==> config.mk <==
export PLATFORM = sky130hd
export DESIGN_NAME = mac
export DESIGN_NICKNAME = d
export VERILOG_FILES = /design/src/rtl/mac.sv
export SDC_FILE = /design/constraint.sdc
export NUM_CORES = 1
export LEC_CHECK = 0
export BUFFER_PORTS_ARGS = -buffer_cell sky130_fd_sc_hd__buf_2
export CAP_MARGIN = 20
export CORE_ASPECT_RATIO = 1.2
export CORE_MARGIN = 2
export CORE_UTILIZATION = 45
export CTS_BUF_LIST = sky130_fd_sc_hd__clkbuf_8
export DETAILED_ROUTE_END_ITERATION = 6
export HOLD_SLACK_MARGIN = 0.05
export PLACE_DENSITY = 0.79
export SKIP_LAST_GASP = 1
export SLEW_MARGIN = 20
export SYNTH_ARGS = -nofsm -noshare
export SYNTH_HDL_FRONTEND = slang
export SYNTH_SLANG_ARGS = --single-unit
==> constraint.sdc <==
create_clock -name clk -period 4.3 [get_ports clk]
set_clock_uncertainty 0.15 [all_clocks]
set_input_delay 0.43 -clock clk [delete_from_list [all_inputs] [get_ports clk]]
set_output_delay 0.43 -clock clk [all_outputs]
set_load 0.01 [all_outputs]
==> src/rtl/mac.sv <==
// Unsigned multiply-accumulate cell: out accumulates a*b on every enabled edge.
// Define MAC_SATURATE_EN to clamp at all ones on overflow instead of wrapping.
module mac #(
    parameter int A_WIDTH   = 8,
    parameter int B_WIDTH   = 8,
    parameter int ACC_WIDTH = 24
) (
    input  logic                 clk,
    input  logic                 reset,
    input  logic                 enable,
    input  logic [A_WIDTH-1:0]   a,
    input  logic [B_WIDTH-1:0]   b,
    output logic [ACC_WIDTH-1:0] out,
    output logic                 overflow
);
    localparam int PW = A_WIDTH + B_WIDTH;

    generate
        if (ACC_WIDTH < PW) begin : g_width_check
            $error("mac: ACC_WIDTH must be >= A_WIDTH + B_WIDTH");
        end
    endgenerate

    logic [PW-1:0]        prod;
    logic [ACC_WIDTH:0]   sum;

    // One extra bit on the adder captures the carry that flags overflow.
    always_comb begin
        prod = PW'(a) * PW'(b);
        sum  = {1'b0, out} + {{(ACC_WIDTH + 1 - PW){1'b0}}, prod};
    end

    always_ff @(posedge clk) begin
        if (reset) begin
            out      <= '0;
            overflow <= 1'b0;
        end else if (enable) begin
`ifdef MAC_SATURATE_EN
            if (sum[ACC_WIDTH]) begin
                out      <= '1;
                overflow <= 1'b1;
            end else begin
                out <= sum[ACC_WIDTH-1:0];
            end
`else
            out <= sum[ACC_WIDTH-1:0];
            if (sum[ACC_WIDTH])
                overflow <= 1'b1;
`endif
        end
    end
endmodule

### Yosys cells after proc, flatten, opt, wreduce, memory -nomap -nowiden

Cells that the tools add are included.

| word-level totals | value |
|---|---|
| output and inout bits | 25 |
| flip-flop bits (word level) | 25 |

| operators by class | value |
|---|---|
| reduce and logical (&&, ||, !) cells | 1 |
| $add $sub $neg | 1 |
| multipliers | 1 |

Operators by type and width:

| cell | number |
|---|---|
| 24-bit by 16-bit adder with 25-bit output | 1 |
| 8-bit by 8-bit multiplier with 16-bit output | 1 |
| 2-bit AND reduction | 1 |

### Depth between registers and ports, before layout

Gate-level depths: netlist (run 1).

| depth | value |
|---|---|
| depth after elaboration | 3 |
| gate-level depth with buffers | 18 |

### Worst setup path before layout (run 1)

Ideal clock, no wire load.

| timing | value |
|---|---|
| kind | input port to flip-flop |
| start | in b[1] |
| end | reg out[18] |
| cell stages on the path | 16 |
| setup slack | -0.330 ns |
| arrival time | 4.360 ns |
| setup time | 0.121 ns |
| cells stage by stage | clkbuf_1 nand2_1 fa_1 inv_1 fa_1 inv_1 fa_1 fa_1 inv_1 ha_1 and2_4 a41oi_4 a211oi_2 o21ai_2 a21boi_0 mux2_2 |

| on the way | value |
|---|---|
| cells in the longest elaborated chain, start to end | 2 |

Ends and longest elaborated chain:

| item | RTL line | text |
|---|---|---|
| from (decl) | 12 | `input logic [B_WIDTH-1:0] b,` |
| 8-bit by 8-bit multiplier with 16-bit output | 29 | `prod = PW'(a) * PW'(b);` |
| 24-bit by 16-bit adder with 25-bit output | 30 | `sum = {1'b0, out} + {{(ACC_WIDTH + 1 - PW){1'b0}}, prod};` |
| to (signal assigned) | 46 | `out <= sum[ACC_WIDTH-1:0];` |
| to (decl) | 13 | `output logic [ACC_WIDTH-1:0] out,` |

No other way between the ends.
A chain may end at the register's enable or synchronous reset.

### Worst setup path after layout (run 1)

| timing | value |
|---|---|
| start | in b[4] |
| end | reg out[20] |

The elaborated chain is that of the path after synthesis.

==> metrics.md, run 1 <==
| Metric | Value |
|---|---|
| Crit. End Element | register |
| Leading area contributor after synthesis | fa_1 |
| Ys async rst share | 0 |
| First-pass GRT wire length | 15300 um |
| Status | complete, no violations |
| Global placer's final weighted congestion | 0.844 |
| Synth-to-layout area growth | 24.7% |
| Final hold vios | 0 |
| Root Driver | clkbuf_8 |
| Worst Setup Start Kind | input port |
| Comb power frac | 0.853 |
| Post-DP HPWL | 7260 um |
| Max-Cap Viols | 0 |
| Port Buffers | 43 |
| Design area | 4710 sq um |
| Seq/Total Area, Yosys | 0.133 |
| IO Count | 44 |
| Worst-margin pin slew | 0.654 ns |
| Hold WS | 0.345 ns |
| Die height | 104 um |
| Placed inst area | 4390 sq um |
| Worst skew pair latency | 0.28 ns |
| Top cells by area, synth | fa_1 27%, ha_1 14%, dfxtp_1 13% |
| CP dominant cell by count | fa_1 |
| #FFs+latches synth | 25 |
| Hold Buf Count CTS | 0 |
| Sw Pwr | 0.00147 W |
| Synth top area share | 0.265 |
| 1st-pass router iterations | 6 |
| Post-layout minimum cycle time | 4.27 ns |
| Leakage | 2.43 nW |
| CTS Buf Count | 3 |
| Critical Path, Cell by Cell | buf_4, and2_1, fa_2, fa_1, inv_1, fa_1, fa_1, inv_2, ha_4, nand3_2, a21o_1, a211oi_2, buf_4, o21ai_4, a21boi_2, mux2_4 |
| Cell area after synthesis | 3770 sq um |
| Vias per std cell | 5.06 |
| Mean post-synth cell area | 8.66 sq um |
| Crit Path Class | input port to register |
| Ys flop type | dfxtp_1 |
| Number of antenna violations at the first check in global routing | 0 |
| Final setup vio count | 0 |
| Max-slew violation count | 0 |
| Worst hold path type | register to register |
| Count of flip-flops with a built-in enable after synthesis | 0 |
| Net Sw Frac | 0.461 |
| Inserted Diodes | 0 |
| Fraction of layout cells with a size suffix above 1 | 0.287 |
| Post-Syn Instances | 436 |
| Sequential fraction of design power | 0.100 |
| Worst Path Max Fanout | 7 |
| Layout Cells excl Fill | 626 |
| Fin crit share | 0.992 |
| Arrival @ worst endpoint | 4.29 ns |
| Gr ovfl total | 0 |
| DR iter-0 viols | 64 |
| Distinct cells, synth | 49 |
| Crit-path slowest cell | fa_1 |
| Remaining antenna violation count | 0 |
| Die ar. | 9140 sq um |
| FMAX | 234 MHz |
| Yosys Warn Count | 0 |
| Max VDD drop | 0.398 mV |
| Gr usage total | 0.205 |
| CP max stage delay | 0.55 ns |
| # placed instances | 617 |
| Pint | 0.00171 W |
| Clock Path Buffers | 2 |
| DR vias | 3165 |
| Wire per inst | 14.2 um |
| Die X | 87.6 um |
| Core area | 8150 sq um |
| Residual DRC count | 0 |
| Power Dens Cells | 676 nW/um^2 |
| CP required | 4.32 ns |
| CTS clk-pin slew, worst paths | 0.10 ns |
| Most frequent cell after synthesis | inv_1 |
| Starting Density | 0.463 |
| Commonest cells post-synth | 98 x inv_1, 50 x fa_1, 44 x nand2_1, 41 x ha_1, 38 x and2_1 |
| Largest net degree at the start of global routing | 34 |
| H-tree depth | 1 |
| Clock Power Share | 0.047 |
| Syn Nets | 546 |
| RSZ-0062 raised after global routing | true |
| TritonCTS clock tree | yes |
| Worst slew margin | 0.564 |
| Fin nets | 623 |
| Vias in the first global route | 3375 |
| Routed WL | 8920 um |
| Sink Count | 25 |
| Cell Rows | 36 |
-- critical path: cells and delay by family --
| kind | cells | cell delay [ns] |
|---|---|---|
| adder cells (fa/ha/maj) | 5 | 2.25 |
| AO/OA/AOI/OAI | 4 | 0.65 |
| buffers and inverters | 4 | 0.40 |
| multiplexers | 1 | 0.31 |
| AND/OR/NAND/NOR | 2 | 0.25 |
-- final timing paths --
check	startpoint	to	slack [ns]	cells after the start
hold / removal	overflow$_SDFFE_PP0P_	overflow$_SDFFE_PP0P_	0.34	1
hold reg to reg	overflow$_SDFFE_PP0P_	overflow$_SDFFE_PP0P_	0.34	1
setup reg to reg	out[6]$_SDFFE_PP0P_	out[20]$_SDFFE_PP0P_	0.05	16
setup / recovery	b[4]	out[20]$_SDFFE_PP0P_	0.03	16
-- cell usage in the layout, fill, tap and decap left out, types with 8 or more instances in the layout --
cell | Yosys | layout
inv_1 | 98 | 92
buf_4 | 0 | 48
fa_1 | 50 | 44
nand2_1 | 44 | 40
ha_1 | 41 | 34
and2_1 | 38 | 31
buf_2 | 0 | 29
dfxtp_1 | 25 | 21
nor2_1 | 19 | 19
a21oi_1 | 16 | 10
mux2i_1 | 9 | 9
and2_4 | 1 | 8
-- logic make-up after synthesis --
logic type / share of synthesized area
and+or+nand+nor: 0.193
buffers and inverters: 0.114
adders and majority gates: 0.401
AOI/OAI and AO/OA: 0.102
DFF: 0.133
muxes: 0.0388
xor gates and xnor gates: 0.0186
-- power by group through the flow --
stage | combinational [W] | sequential, W | clock (W)
after floorplan | 0.00166 | 0.000335 | 0
after global placement | 0.00233 | 0.000319 | 0
after detailed placement | 0.00241 | 0.000320 | 0
after CTS | 0.00253 | 0.000317 | 0.000152
after global routing | 0.00301 | 0.000324 | 0.000157
final | 0.00272 | 0.000318 | 0.000149
-- cell type report --
class / instances / area, sq um
clock inverter: 1 / 5.00
clock buffer: 3 / 41.3
fill: 690 / 3450
multi-input combinational: 304 / 3090
timing repair buffer: 81 / 556
sequential: 25 / 505
tap: 114 / 143
inverter: 98 / 368
-- metrics by stage --
stage / utilization / power [W] / TNS [ns] / setup WS [ns]
4_1_cts: 0.559 / 0.00300 / 0 / 0.00169
3_3_place_gp: 0.539 / 0.00265 / -3.92 / -0.320
3_5_place_dp: 0.539 / 0.00273 / -4.80 / -0.396
6_report: 0.577 / 0.00318 / 0 / 0.0329
2_1_floorplan: - / 0.00200 / -0.00115 / -0.00115
5_1_grt: 0.577 / 0.00350 / -0.457 / -0.121
-- flip-flops by register name, indices dropped and copies added (netlist names) --
name / count
out: 24
overflow: 1
-- per-layer routing --
metal | up-vias | track usage | routed length, um
li1 | 1527 | - | -
met1 | 1543 | 0.268 | 3840
met2 | 82 | 0.352 | 4640
met3 | 13 | 0.0198 | 311
met4 | 0 | 0.0593 | 124
met5 | - | 0 | 0
-- timing repair --
item	CTS	global route
pin swaps	32	30
setup buffers	4	1
setup endpoints to repair	10	12
resized for setup	31	41
Power figures use the tool's default switching activity.
==> run 2: changes to the inputs <==
Settings changed: BUFFER_PORTS_ARGS -buffer_cell sky130_fd_sc_hd__buf_2 to -buffer_cell sky130_fd_sc_hd__clkbuf_2, CAP_MARGIN 20 to default.
==> run 2 against run 1 <==
  * The run now ends with negative setup slack left
  * Die area unchanged
  * Non-clock buffer count down 1
  * Clock power down 3%
  * First-iteration DRC count up 92%
  * Combinational power about the same
  * Global-route usage down 0.31 points
  * Final cell count down 0.16%
==> metrics.md, run 2 (synthesis results as in run 1) <==
| Metric | Value |
|---|---|
| RSZ-0062 raised after global routing | true |
| Worst skew pair latency | 0.28 ns |
| CTS Buf Count | 3 |
| Pint | 0.00172 W |
| Reg area | 505 sq um |
| Most common cell after layout, fill and taps aside | inv_1 |
| Crit Path Class | input port to register |
| Gr usage total | 0.201 |
| Vias per std cell | 5.09 |
| FMAX | 231 MHz |
| Largest net degree at the start of global routing | 34 |
| Comb power frac | 0.855 |
| Net Sw Frac | 0.462 |
| Core area | 8150 sq um |
| Wire per inst | 14.4 um |
| Power Dens Cells | 681 nW/um^2 |
| Global placer's final weighted congestion | 0.837 |
| Die X | 87.6 um |
| Fin nets | 622 |
| Number of antenna violations at the first check in global routing | 0 |
| CP dominant cell by count | fa_1 |
| Arrival @ worst endpoint | 4.37 ns |
| Residual DRC count | 0 |
| TritonCTS clock tree | yes |
| Worst Setup Start Kind | input port |
| R2r startpoint | out[6]$_SDFFE_PP0P_ |
| Hold WS | 0.360 ns |
| Failing checks | negative setup slack |
| HP Start | overflow$_SDFFE_PP0P_ |
| Status | finished with violations |
| CTS clk-pin slew, worst paths | 0.09 ns |
| Die ar. | 9140 sq um |
| Synth-to-layout area growth | 24.8% |
| Clock Path Buffers | 2 |
| Clock Power Share | 0.045 |
| Post-layout minimum cycle time | 4.34 ns |
| Die height | 104 um |
| IO Count | 44 |
| Final setup vio count | 3 |
| Routed WL | 9000 um |
| Root Driver | clkbuf_8 |
| CP max stage delay | 0.52 ns |
| Worst Slack Setup Final | -0.0359 ns |
| Crit. End Element | register |
| Setup crit start | b[0] |
| Fin crit share | 1.01 |
| Gr ovfl total | 0 |
| Cell Rows | 36 |
| Biggest register | out |
| CP required | 4.33 ns |
| Remaining antenna violation count | 0 |
| DR iter-0 viols | 123 |
| Crit-path slowest cell | fa_1 |
| 1st-pass router iterations | 4 |
| Critical Path, Cell by Cell | clkbuf_4, nand2_2, fa_1, inv_1, fa_1, inv_1, fa_1, fa_1, inv_2, ha_4, nand3_2, a21o_1, a211oi_2, nor2_1, or4b_4, o311ai_2 |
| Max VDD drop | 0.357 mV |
| Post-DP HPWL | 7410 um |
| Starting Density | 0.463 |
| Worst Path Max Fanout | 6 |
| Max-slew violation count | 0 |
| Fillers | 679 |
| Max-Cap Viols | 0 |
| Post-Route Utilization | 0.578 |
| Largest registers | out x24, overflow x1 |
| First-pass GRT wire length | 15000 um |
| Most frequent cells in the layout | 93 x inv_1, 45 x fa_1, 40 x buf_4 |
| Sw Pwr | 0.00148 W |
| Largest register FFs | 24 |
| Worst hold path type | register to register |
| DR vias | 3183 |
| Sink Count | 25 |
| Inserted Diodes | 0 |
| Area occupied by multi-input gates | 3060 sq um |
| Worst slew margin | 0.500 |
| Worst-margin pin slew | 0.750 ns |
| Fraction of layout cells with a size suffix above 1 | 0.282 |
| Leakage | 2.38 nW |
| Port Buffers | 43 |
| Sequential fraction of design power | 0.100 |
| Final hold vios | 0 |
| Vias in the first global route | 3324 |
| H-tree depth | 1 |
| Hold Buf Count CTS | 0 |
run 2: path summary, 6_finish.rpt:
check	end	slack [ns]	depth (start not counted)
worst max-delay path	out[14]$_SDFFE_PP0P_	-0.04	16
worst min-delay path	overflow$_SDFFE_PP0P_	0.36	1
worst max register to register	out[14]$_SDFFE_PP0P_	-0.02	15
worst min register to register	overflow$_SDFFE_PP0P_	0.36	1
run 2: area by class of cell:
cell class	instances	share of cell area
clock inverters	1	0.000797
inverters	98	0.0781
flip-flops and latches	25	0.107
clock buffers	3	0.00877
well taps	114	0.0303
repair buffers	80	0.125
multi-input cells	304	0.650
run 2: worst max-delay path: cells and delay by family:
kind	cells	cell delay, ns
adders and majority gates	5	2.33
and+or+nand+nor	4	0.74
AOI/OAI and AO/OA	3	0.56
buffers and inverters	4	0.31
run 2: power by group through the flow:
stage,sequential (W),combinational (W),clock (W)
3_3_place_gp,0.000320,0.00235,0
4_1_cts,0.000318,0.00261,0.000149
2_1_floorplan,0.000335,0.00166,0
5_1_grt,0.000326,0.00302,0.000156
3_5_place_dp,0.000322,0.00244,0
6_report,0.000320,0.00274,0.000144
run 2: per-layer routing:
layer	track usage	part of all wire	wire (um)	up-vias
met3	0.0198	0.037	335	23
met1	0.259	0.42	3810	1552
li1	-	-	-	1526
met2	0.352	0.52	4670	82
met4	0.0571	0.020	178	0
met5	0	0	0	-
run 2: through the flow:
| stage | worst slack, ns | total power, W | area (sq um) | instances | TNS, ns |
|---|---|---|---|---|---|
| floorplan | -0.00115 | 0.00200 | 3870 | 436 | -0.00115 |
| global placement | -0.332 | 0.00267 | 4390 | 617 | -3.96 |
| detailed placement | -0.404 | 0.00276 | 4390 | 617 | -5.15 |
| CTS | -0.0730 | 0.00307 | 4600 | 625 | -0.0734 |
| global route | -0.148 | 0.00351 | 4710 | 625 | -1.01 |
| finish | -0.0359 | 0.00321 | 4710 | 625 | -0.0397 |
run 2: timing repair:
action                     CTS  global route
resized for setup           33            37
setup buffers                4             1
cloned                       0             0
setup endpoints to repair   12            14
pin swaps                   29            36
==> run 3: changes to the inputs <==
Settings changed: CAP_MARGIN from default to 15, CTS_CLUSTER_SIZE from default to 25, TNS_END_PERCENT from default to 50.
==> run 3 against run 2 <==
  * The run still ends with negative setup slack left
  * Count of clock-buffer cells in the layout is the same
  * Core utilization shrank 0.34 points
  * Total power shrank 1.7%
  * Final cell count shrank 0.16%
  * Sequential power is essentially flat
  * Hold slack gained 0.00054 ns
  * First-iteration DRC count shrank 22%
  * Sequential cell count is the same
  * Routed wire length shrank 0.84%
  * Sequential share of layout area grew 0.063 points
  * Worst setup slack lost 0.0015 ns
  * Non-clock buffer count shrank 1
  * Critical path type unchanged
  * Largest cell class unchanged
  * Highest routed layer unchanged
==> metrics.md, run 3 (synthesis results as in run 1) <==
| Metric | Value |
|---|---|
| Final hold vios | 0 |
| CP required | 4.34 ns |
| Fin nets | 621 |
| Post-DP HPWL | 7410 um |
| Max-Cap Viols | 0 |
| Die X | 87.6 um |
| Final setup vio count | 1 |
| Post-Route Utilization | 0.574 |
| Synth-to-layout area growth | 24.0% |
| H-tree depth | 1 |
| 1st-pass router iterations | 4 |
| RSZ-0062 raised after global routing | true |
| Starting Density | 0.463 |
| Global placer's final weighted congestion | 0.837 |
| Cell Rows | 36 |
| TritonCTS clock tree | yes |
| DR vias | 3137 |
| Inserted Diodes | 0 |
| Die ar. | 9140 sq um |
| Failing checks | negative setup slack |
| Worst Setup Start Kind | input port |
| Pint | 0.00170 W |
| Largest registers | out x24, overflow x1 |
| Worst-margin pin slew | 0.744 ns |
| Power Dens Cells | 673 nW/um^2 |
| DR iter-0 viols | 96 |
| Worst slew margin | 0.504 |
| Crit Path Class | input port to register |
| Vias per std cell | 5.03 |
| Die height | 104 um |
| Arrival @ worst endpoint | 4.38 ns |
| Fin crit share | 1.01 |
| Port Buffers | 43 |
| Biggest register | out |
| Core area | 8150 sq um |
| Fraction of layout cells with a size suffix above 1 | 0.275 |
| Root Driver | clkbuf_8 |
| Worst Path Max Fanout | 6 |
| Residual DRC count | 0 |
| First-pass GRT wire length | 15000 um |
| Sequential fraction of design power | 0.101 |
| Post-layout minimum cycle time | 4.34 ns |
| Sink Count | 25 |
| Comb power frac | 0.852 |
| CTS Buf Count | 3 |
| Placed inst area | 4390 sq um |
| Net Sw Frac | 0.460 |
| Worst skew pair latency | 0.28 ns |
| Clock Path Buffers | 2 |
| IO Count | 44 |
| Gr usage total | 0.201 |
| Status | finished with violations |
| Design area | 4680 sq um |
| Gr ovfl total | 0 |
| Sw Pwr | 0.00145 W |
| Most common cell after layout, fill and taps aside | inv_1 |
| Max-slew violation count | 0 |
| Hold Buf Count CTS | 0 |
| Max VDD drop | 0.343 mV |
| Wire per inst | 14.3 um |
| Remaining antenna violation count | 0 |
| Most frequent cells in the layout | 93 x inv_1, 45 x fa_1, 39 x buf_4 |
| Largest net degree at the start of global routing | 34 |
| Largest register FFs | 24 |
| Total negative slack | -0.0374 ns |
| Hold WS | 0.361 ns |
| FMAX | 231 MHz |
| Dpl ws | -0.404 ns |
| Worst Slack Setup Final | -0.0374 ns |
| Crit. End Element | register |
| Number of antenna violations at the first check in global routing | 0 |
| CTS clk-pin slew, worst paths | 0.09 ns |
| Worst hold path type | register to register |
| Clock Power Share | 0.047 |
| Leakage | 2.38 nW |
| Routed WL | 8920 um |
| Vias in the first global route | 3324 |
[run 3: power by group through the flow]
stage | clock [W] | sequential [W] | combinational (W)
after floorplan | 0 | 0.000335 | 0.00166
after global placement | 0 | 0.000320 | 0.00235
after detailed placement | 0 | 0.000322 | 0.00244
after CTS | 0.000149 | 0.000318 | 0.00261
after global routing | 0.000157 | 0.000326 | 0.00297
final | 0.000148 | 0.000319 | 0.00268
[run 3: layer usage]
layer / wire [um] / GRT usage
met5: 0 / 0
met4: 155 / 0.0571
met3: 322 / 0.0198
met2: 4680 / 0.352
met1: 3760 / 0.259
[run 3: path summary, 6_finish.rpt]
check	slack, ns	to	startpoint	cells after the start
min	0.36	overflow$_SDFFE_PP0P_	overflow$_SDFFE_PP0P_	1
max	-0.04	out[14]$_SDFFE_PP0P_	b[0]	16
max reg2reg	-0.03	out[14]$_SDFFE_PP0P_	out[6]$_SDFFE_PP0P_	15
min reg2reg	0.36	overflow$_SDFFE_PP0P_	overflow$_SDFFE_PP0P_	1
[run 3: metrics by stage]
step,power [W],std cells
after detailed placement,0.00276,617
after global placement,0.00267,617
after CTS,0.00307,625
after floorplan,0.00200,436
final,0.00315,624
after global routing,0.00346,624
[run 3: cell type report]
cell class / instances / area, sq um
fillers: 686 / 3470
inverters: 98 / 368
clock buffers: 3 / 41.3
repair buffers: 79 / 581
clock inverters: 1 / 3.75
multi-input cells: 304 / 3040
flip-flops and latches: 25 / 505
well taps: 114 / 143
[run 3: repair_timing]
action | CTS | global route
pin swaps | 29 | 34
setup endpoints to repair | 12 | 14
setup buffers | 4 | 0
resized for setup | 33 | 34
[run 3: critical path, stage by stage]
cell and delay (ns):
clkbuf_4 0.15, nand2_2 0.07, fa_1 0.52, inv_1 0.05, fa_1 0.51, inv_1 0.06
fa_1 0.50, fa_1 0.52, inv_2 0.05, ha_4 0.28, nand3_2 0.06, a21o_1 0.18
a211oi_2 0.31, nor2_1 0.09, or4b_4 0.50, o311ai_2 0.10
